==> src/rtl/serial_add_ctrl.sv <==
// Bit-serial adder controller: one full-adder cell sequenced over WIDTH cycles, LSB first.
// Optional macro SERIAL_ADD_OVF_EN adds the signed-overflow output Ovf.
module serial_add_ctrl #(
  parameter int WIDTH = 8
) (
  input  logic             Clk,
  input  logic             Rst_n,
  input  logic             Start,
  input  logic [WIDTH-1:0] A,
  input  logic [WIDTH-1:0] B,
  input  logic             Cin,
  output logic             Busy,
  output logic             Done,
  output logic [WIDTH-1:0] Sum,
  output logic             Cout
`ifdef SERIAL_ADD_OVF_EN
  ,
  output logic             Ovf
`endif
);

  localparam int CW = $clog2(WIDTH);

  typedef enum logic [1:0] {
    IDLE = 2'd0,
    RUN  = 2'd1,
    DONE = 2'd2
  } state_t;

  state_t           state;
  state_t           state_nxt;
  logic [WIDTH-1:0] a_sh;
  logic [WIDTH-1:0] b_sh;
  logic [WIDTH-1:0] sum_r;
  logic             carry;
  logic             cout_r;
  logic [CW-1:0]    cnt;
  logic             fa_s;
  logic             fa_c;
  logic             accept;
  logic             last;

  // The single shared full-adder cell.
  assign fa_s   = a_sh[0] ^ b_sh[0] ^ carry;
  assign fa_c   = (a_sh[0] & b_sh[0]) | (carry & (a_sh[0] ^ b_sh[0]));
  assign accept = Start && (state != RUN);
  assign last   = (state == RUN) && (cnt == CW'(WIDTH - 1));

  always_ff @(posedge Clk or negedge Rst_n) begin
    if (!Rst_n) begin
      state <= IDLE;
    end else begin
      state <= state_nxt;
    end
  end

  always_comb begin
    state_nxt = state;
    Busy      = 1'b0;
    Done      = 1'b0;
    case (state)
      IDLE: begin
        if (Start) state_nxt = RUN;
      end
      RUN: begin
        Busy = 1'b1;
        if (last) state_nxt = DONE;
      end
      DONE: begin
        Done      = 1'b1;
        state_nxt = Start ? RUN : IDLE;
      end
      default: state_nxt = IDLE;
    endcase
  end

  always_ff @(posedge Clk or negedge Rst_n) begin
    if (!Rst_n) begin
      a_sh   <= '0;
      b_sh   <= '0;
      sum_r  <= '0;
      carry  <= 1'b0;
      cout_r <= 1'b0;
      cnt    <= '0;
    end else if (accept) begin
      a_sh  <= A;
      b_sh  <= B;
      carry <= Cin;
      cnt   <= '0;
    end else if (state == RUN) begin
      // Result bits enter at the MSB so bit 0 lands at position 0 after WIDTH shifts.
      sum_r <= {fa_s, sum_r[WIDTH-1:1]};
      carry <= fa_c;
      a_sh  <= a_sh >> 1;
      b_sh  <= b_sh >> 1;
      if (last) begin
        cout_r <= fa_c;
      end else begin
        cnt <= cnt + CW'(1);
      end
    end
  end

`ifdef SERIAL_ADD_OVF_EN
  logic ovf_r;

  // On the final bit, the carry register holds the carry into the MSB.
  always_ff @(posedge Clk or negedge Rst_n) begin
    if (!Rst_n) begin
      ovf_r <= 1'b0;
    end else if (accept) begin
      ovf_r <= 1'b0;
    end else if (last) begin
      ovf_r <= carry ^ fa_c;
    end
  end

  assign Ovf = ovf_r;
`endif

  assign Sum  = sum_r;
  assign Cout = cout_r;

endmodule

==> config.mk <==
export PLATFORM = sky130hd
export DESIGN_NAME = serial_add_ctrl
export DESIGN_NICKNAME = d
export VERILOG_FILES = /design/src/rtl/serial_add_ctrl.sv
export SDC_FILE = /design/constraint.sdc
export NUM_CORES = 1
export LEC_CHECK = 0
export BUFFER_PORTS_ARGS = -buffer_cell sky130_fd_sc_hd__buf_2
export CAP_MARGIN = 10
export CORE_MARGIN = 2
export CORE_UTILIZATION = 52
export DETAILED_ROUTE_END_ITERATION = 12
export MAX_ROUTING_LAYER = met4
export PLACE_DENSITY_LB_ADDON = 0.2
export SYNTH_ARGS = -nofsm -noshare
export SYNTH_HDL_FRONTEND = slang
export SYNTH_SLANG_ARGS = --single-unit
==> constraint.sdc <==
create_clock -name Clk -period 1.9 [get_ports Clk]
set_input_delay 0.475 -clock Clk [delete_from_list [all_inputs] [get_ports Clk]]
set_output_delay 0.475 -clock Clk [all_outputs]
set_load 0.1 [all_outputs]
==> Yosys cells after proc, flatten, opt, wreduce, memory -nomap -nowiden <==
Cells that the tools add are included.
{ "word_totals": {"elab_cells": 44, "latch_bits": 0, "register_bits": 31, "out_inout_bits": 11, "input_bits": 20, "memories": 0, "mem_bits_rw": 0, "mem_bits_ro": 0} }
{ "classes": {"reduce_logical": 8, "muxes": 15, "n_addsub": 1, "bitwise": 6, "mul": 0, "div_mod_pow": 0, "eq_ne": 7, "shifts": 0, "order_cmp": 0} }
{ "ops": {"columns": ["cell", "n"], "rows": [
  ["$mux 8", 4],
  ["$mux 3", 3],
  ["$ne 2x2->1 const B", 3],
  ["$pmux 2 s3", 1],
  ["$reduce_and 2->1", 3],
  ["$mux 1", 5],
  ["$mux 2", 2],
  ["$add 3x1->3 const B", 1],
  ["$eq 3x3->1 const B", 1],
  ["$reduce_and 3->1", 1],
  ["$and 1x1->1", 2],
  ["$eq 2x1->1 const B", 1],
  ["$eq 2x2->1 const B", 1],
  ["$logic_and 1x1->1", 2],
  ["$logic_not 2->1", 1],
  ["$ne 2x1->1 const B", 1],
  ["$reduce_bool 2->1", 1],
  ["$xor 1x1->1", 2],
  ["$not 1->1", 1],
  ["$or 1x1->1", 1]
]} }

==> Depth between registers and ports, before layout <==
{ "depth": {"word_depth": 5, "depth_mapped": 5, "depth_no_buf": 4} }

==> Worst setup path after synthesis <==
OpenSTA, ideal clock, no wires.
{ "synth_timing": {"path_kind": "register to output", "startpoint": "register state[0]", "endpoint": "output port Done", "slack_ns": -0.327, "path_buffers": 0, "arrival_time_ns": 1.752, "path_stages_with_launch": 2, "t_required_ns": 1.425, "cell_sequence": "dfrtp_1 nor2b_1"} }
{ "synth_between": {"elab_chain_cells": 2} }
{ "synth_rtl": {"columns": ["element", "line", "source"], "rows": [
  ["start, declared", "30", "state_t state;"],
  ["start signal, assigned", "53", "state <= state_nxt;"],
  ["$eq 2x2->1", "61", "case (state)"],
  ["$mux 1", "61", null],
  ["end, declared", "13", "output logic Done,"]
]} }
Every way passes these cells.

==> Final worst setup path <==
{ "layout_timing": {"startpoint": "register state[1]", "endpoint": "output port Busy"} }
{ "layout_between": {"elab_chain_cells": 2} }
{ "layout_rtl": {"columns": ["element", "line", "source"], "rows": [
  ["$eq 2x1->1", "61", null],
  ["$mux 1", "61", null],
  ["end, declared", "12", "output logic Busy,"]
]} }
Every way passes these cells.

==> flow_metrics.env <==
export IMPL_hold_viol=0
export IMPL_fin_skew_ps=10.1
export IMPL_start_util_pct=55.5
export IMPL_fp_dieW_um=55.6
export IMPL_dieArea_um2=3100
export IMPL_fin_crit_sh_pct=94.5
export IMPL_grt_pass1_wl_um=4380
export IMPL_die_height_um=55.6
export IMPL_clkTransAtPathRegs_ps=100
export IMPL_ir_drop_v=0.00173
export IMPL_cts_sink_count=31
export IMPL_startpoint_type="register"
export IMPL_cts_buffer_depth=2
export IMPL_ant_nets=0
export IMPL_critPathArrivalTime_ps=1320
export IMPL_whs_ps=165
export IMPL_place_ws_ps=324
export IMPL_multi_input_area_um2=558
export IMPL_boundaryPins=31
export IMPL_gr_total_overflow=0
export IMPL_layout_drive_gt1_share_pct=27.0
export IMPL_cts_tree="built"
export IMPL_p_int_mw=1.47
export IMPL_synthTopCellsByArea="dfrtp_1 56%, mux2i_1 14%, nand2_1 11%, o21ai_0 5.4%, ha_1 1.8%"
export IMPL_setup_viol=0
export IMPL_grt_start_max_net_pins=32
export IMPL_worstSetupEndpointType="output port"
export IMPL_area_growth_syn_to_layout_pct=17.0
export IMPL_crit_type="register to output port"
export IMPL_cap_violations=0
export IMPL_drtIter0Drc=14
export IMPL_synth_async_reset_ratio_pct=100
export IMPL_clockPowerShare_pct=11.9
export IMPL_p_sw_mw=1.56
export IMPL_fillCellCount=202
export IMPL_pwr_share_seq_pct=36.7
export IMPL_worstPathMaxFanout=23
export IMPL_grt_pass1_vias=991
export IMPL_via_per_inst=5.18
export IMPL_setup_ws_ps=105
export IMPL_clkLatencyLatePin_ps=330
export IMPL_synth_flop_cell="dfrtp_1"
export IMPL_yosysTopAreaCell="dfrtp_1"
export IMPL_max_slew_worst_pin_slew_ps=652
export IMPL_nets=185
export IMPL_period_minus_slack_ps=1800
export IMPL_ys_ff_latch=31
export IMPL_synth_cells=129
export IMPL_yosysTopAreaCellShare_pct=56.0
export IMPL_antenna_cells=0
export IMPL_p_per_area_nw_per_um2=1870
export IMPL_dp_hpwl_um=1720
export IMPL_clock_root_buffer="clkbuf_4"
export IMPL_wl_um=2420
export IMPL_p_total_mw=3.03
export IMPL_maxSlewHeadroom_pct=56.5
export IMPL_synth_edf_count=0
export IMPL_run_status="completed"
export IMPL_cp_required_ps=1420
export IMPL_power_leakage_nw=0.862
export IMPL_syn_area_per_cell_um2=10.7
export IMPL_core_um2=2500
export IMPL_seqCellArea_um2=776
export IMPL_rows=18
export IMPL_synth_commonest_cells="39 x nand2_1, 31 x dfrtp_1, 19 x mux2i_1"
export IMPL_switching_share_pct=51.6
export IMPL_drc=0
export IMPL_comb_power_share_pct=51.4
export IMPL_fmax_ghz=0.557
export IMPL_drt_first_pass_iters=4
export IMPL_vias=999
export IMPL_fin_setup_tns_ps=0
export IMPL_postCtsSetupRepairBufs=0
export IMPL_htreeDepth=2
export IMPL_slew_viol_final=0
export IMPL_wl_per_cell_um=12.5
export IMPL_yosysSeqAreaShare_pct=56.0
export IMPL_synth_area_um2=1390
export IMPL_synth_distinct_cells=21
export IMPL_holdCritPathClass="input pin to async pin"
export IMPL_rsz0062_at_grt="false"
export IMPL_grt_usage_pct=19.0
export IMPL_syn_num_nets=152
export IMPL_fin_util_pct=64.9
export IMPL_grt_antenna_before_repair=0
export IMPL_cts_buffers=5
export IMPL_globalplace_congestion=0.761
export IMPL_yosysWarnings=0
export IMPL_io_buffers=30
export IMPL_synth_most_common_cell="nand2_1"
==> registers in the layout, summed over array words and instances (netlist names) <==
name   flops
Sum        8
a_sh       8
b_sh       8
cnt        3
state      2
Cout       1
carry      1
==> critical path: stages (launching register included) <==
cell	delay (ps)
dfrtp_1	390
nand2b_4	220
inv_6	180
buf_12	190
==> cells by family after synthesis <==
family                     Yosys count  synth area share (%)
AOI/OAI and AO/OA                   19                  7.76
adders and majority gates            3                  3.25
buffers and inverters                9                  3.97
DFF                                 31                  56.0
muxes                               20                  14.8
and+or+nand+nor                     47                  14.3
==> power by group through the flow <==
| stage | combinational, mW | clock [mW] | sequential, mW |
|---|---|---|---|
| 2_1_floorplan | 0.659 | 0 | 1.71 |
| 3_3_place_gp | 1.53 | 0 | 1.11 |
| 3_5_place_dp | 1.55 | 0 | 1.12 |
| 4_1_cts | 1.57 | 0.377 | 1.12 |
| 5_1_grt | 1.69 | 0.399 | 1.15 |
| 6_report | 1.56 | 0.360 | 1.11 |
==> routing by layer <==
layer | wire, um | up-vias | global-route usage, % | share of wire, %
met3 | 128 | 8 | 5.58 | 5.3
met2 | 1120 | 23 | 27.9 | 46
met5 | 0 | - | - | 0
li1 | - | 497 | - | -
met4 | 66 | 0 | 11.5 | 2.7
met1 | 1110 | 471 | 23.2 | 46
==> worst paths after layout <==
check                          from      end  slack [ps]  cells after the start
hold / removal                Rst_n  a_sh[0]         170                      1
min in group Clk               A[7]  a_sh[7]         390                      3
max in group asynchronous     Rst_n  b_sh[0]        1310                      1
setup / recovery           state[1]     Busy         100                      3
hold reg to reg              Sum[0]   Sum[0]         480                      2
setup reg to reg           state[0]   cnt[0]         410                      5
==> repair_timing <==
action,4_1_cts,5_1_grt
endpoints found under the setup margin,1,1
hold buffers,0,0
resized for setup,1,1
==> layout by cell type (no fill, tap or decap) <==
cell type / n
a211o_1: 1
and2_4: 1
and3_1: 1
buf_12: 1
buf_2: 29
buf_4: 3
clkbuf_1: 2
clkbuf_4: 5
clkinv_2: 1
dfrtp_1: 31
fa_1: 1
ha_1: 2
inv_1: 1
inv_6: 1
mux2_4: 1
mux2i_1: 19
nand2_1: 39
nand2b_4: 1
nor2_1: 3
nor2b_2: 1
nor3_1: 1
o21ai_0: 15
o22ai_1: 1
o2bb2ai_1: 2
==> final cells by class <==
class / instances / area share [%]
Timing Repair Buffer: 33 / 11.6
Tap cell: 30 / 2.31
Inverter: 2 / 0.772
Sequential cell: 31 / 47.8
Multi-Input combinational cell: 89 / 34.4
Clock inverter: 1 / 0.309
Clock buffer: 7 / 2.78
==> per-stage QoR <==
step / instances / area (um^2)
final: 193 / 1620
after global routing: 193 / 1620
after CTS: 193 / 1620
after detailed placement: 185 / 1570
after global placement: 185 / 1570
after floorplan: 129 / 1390
No activity file was read; power rests on OpenSTA's default activity.
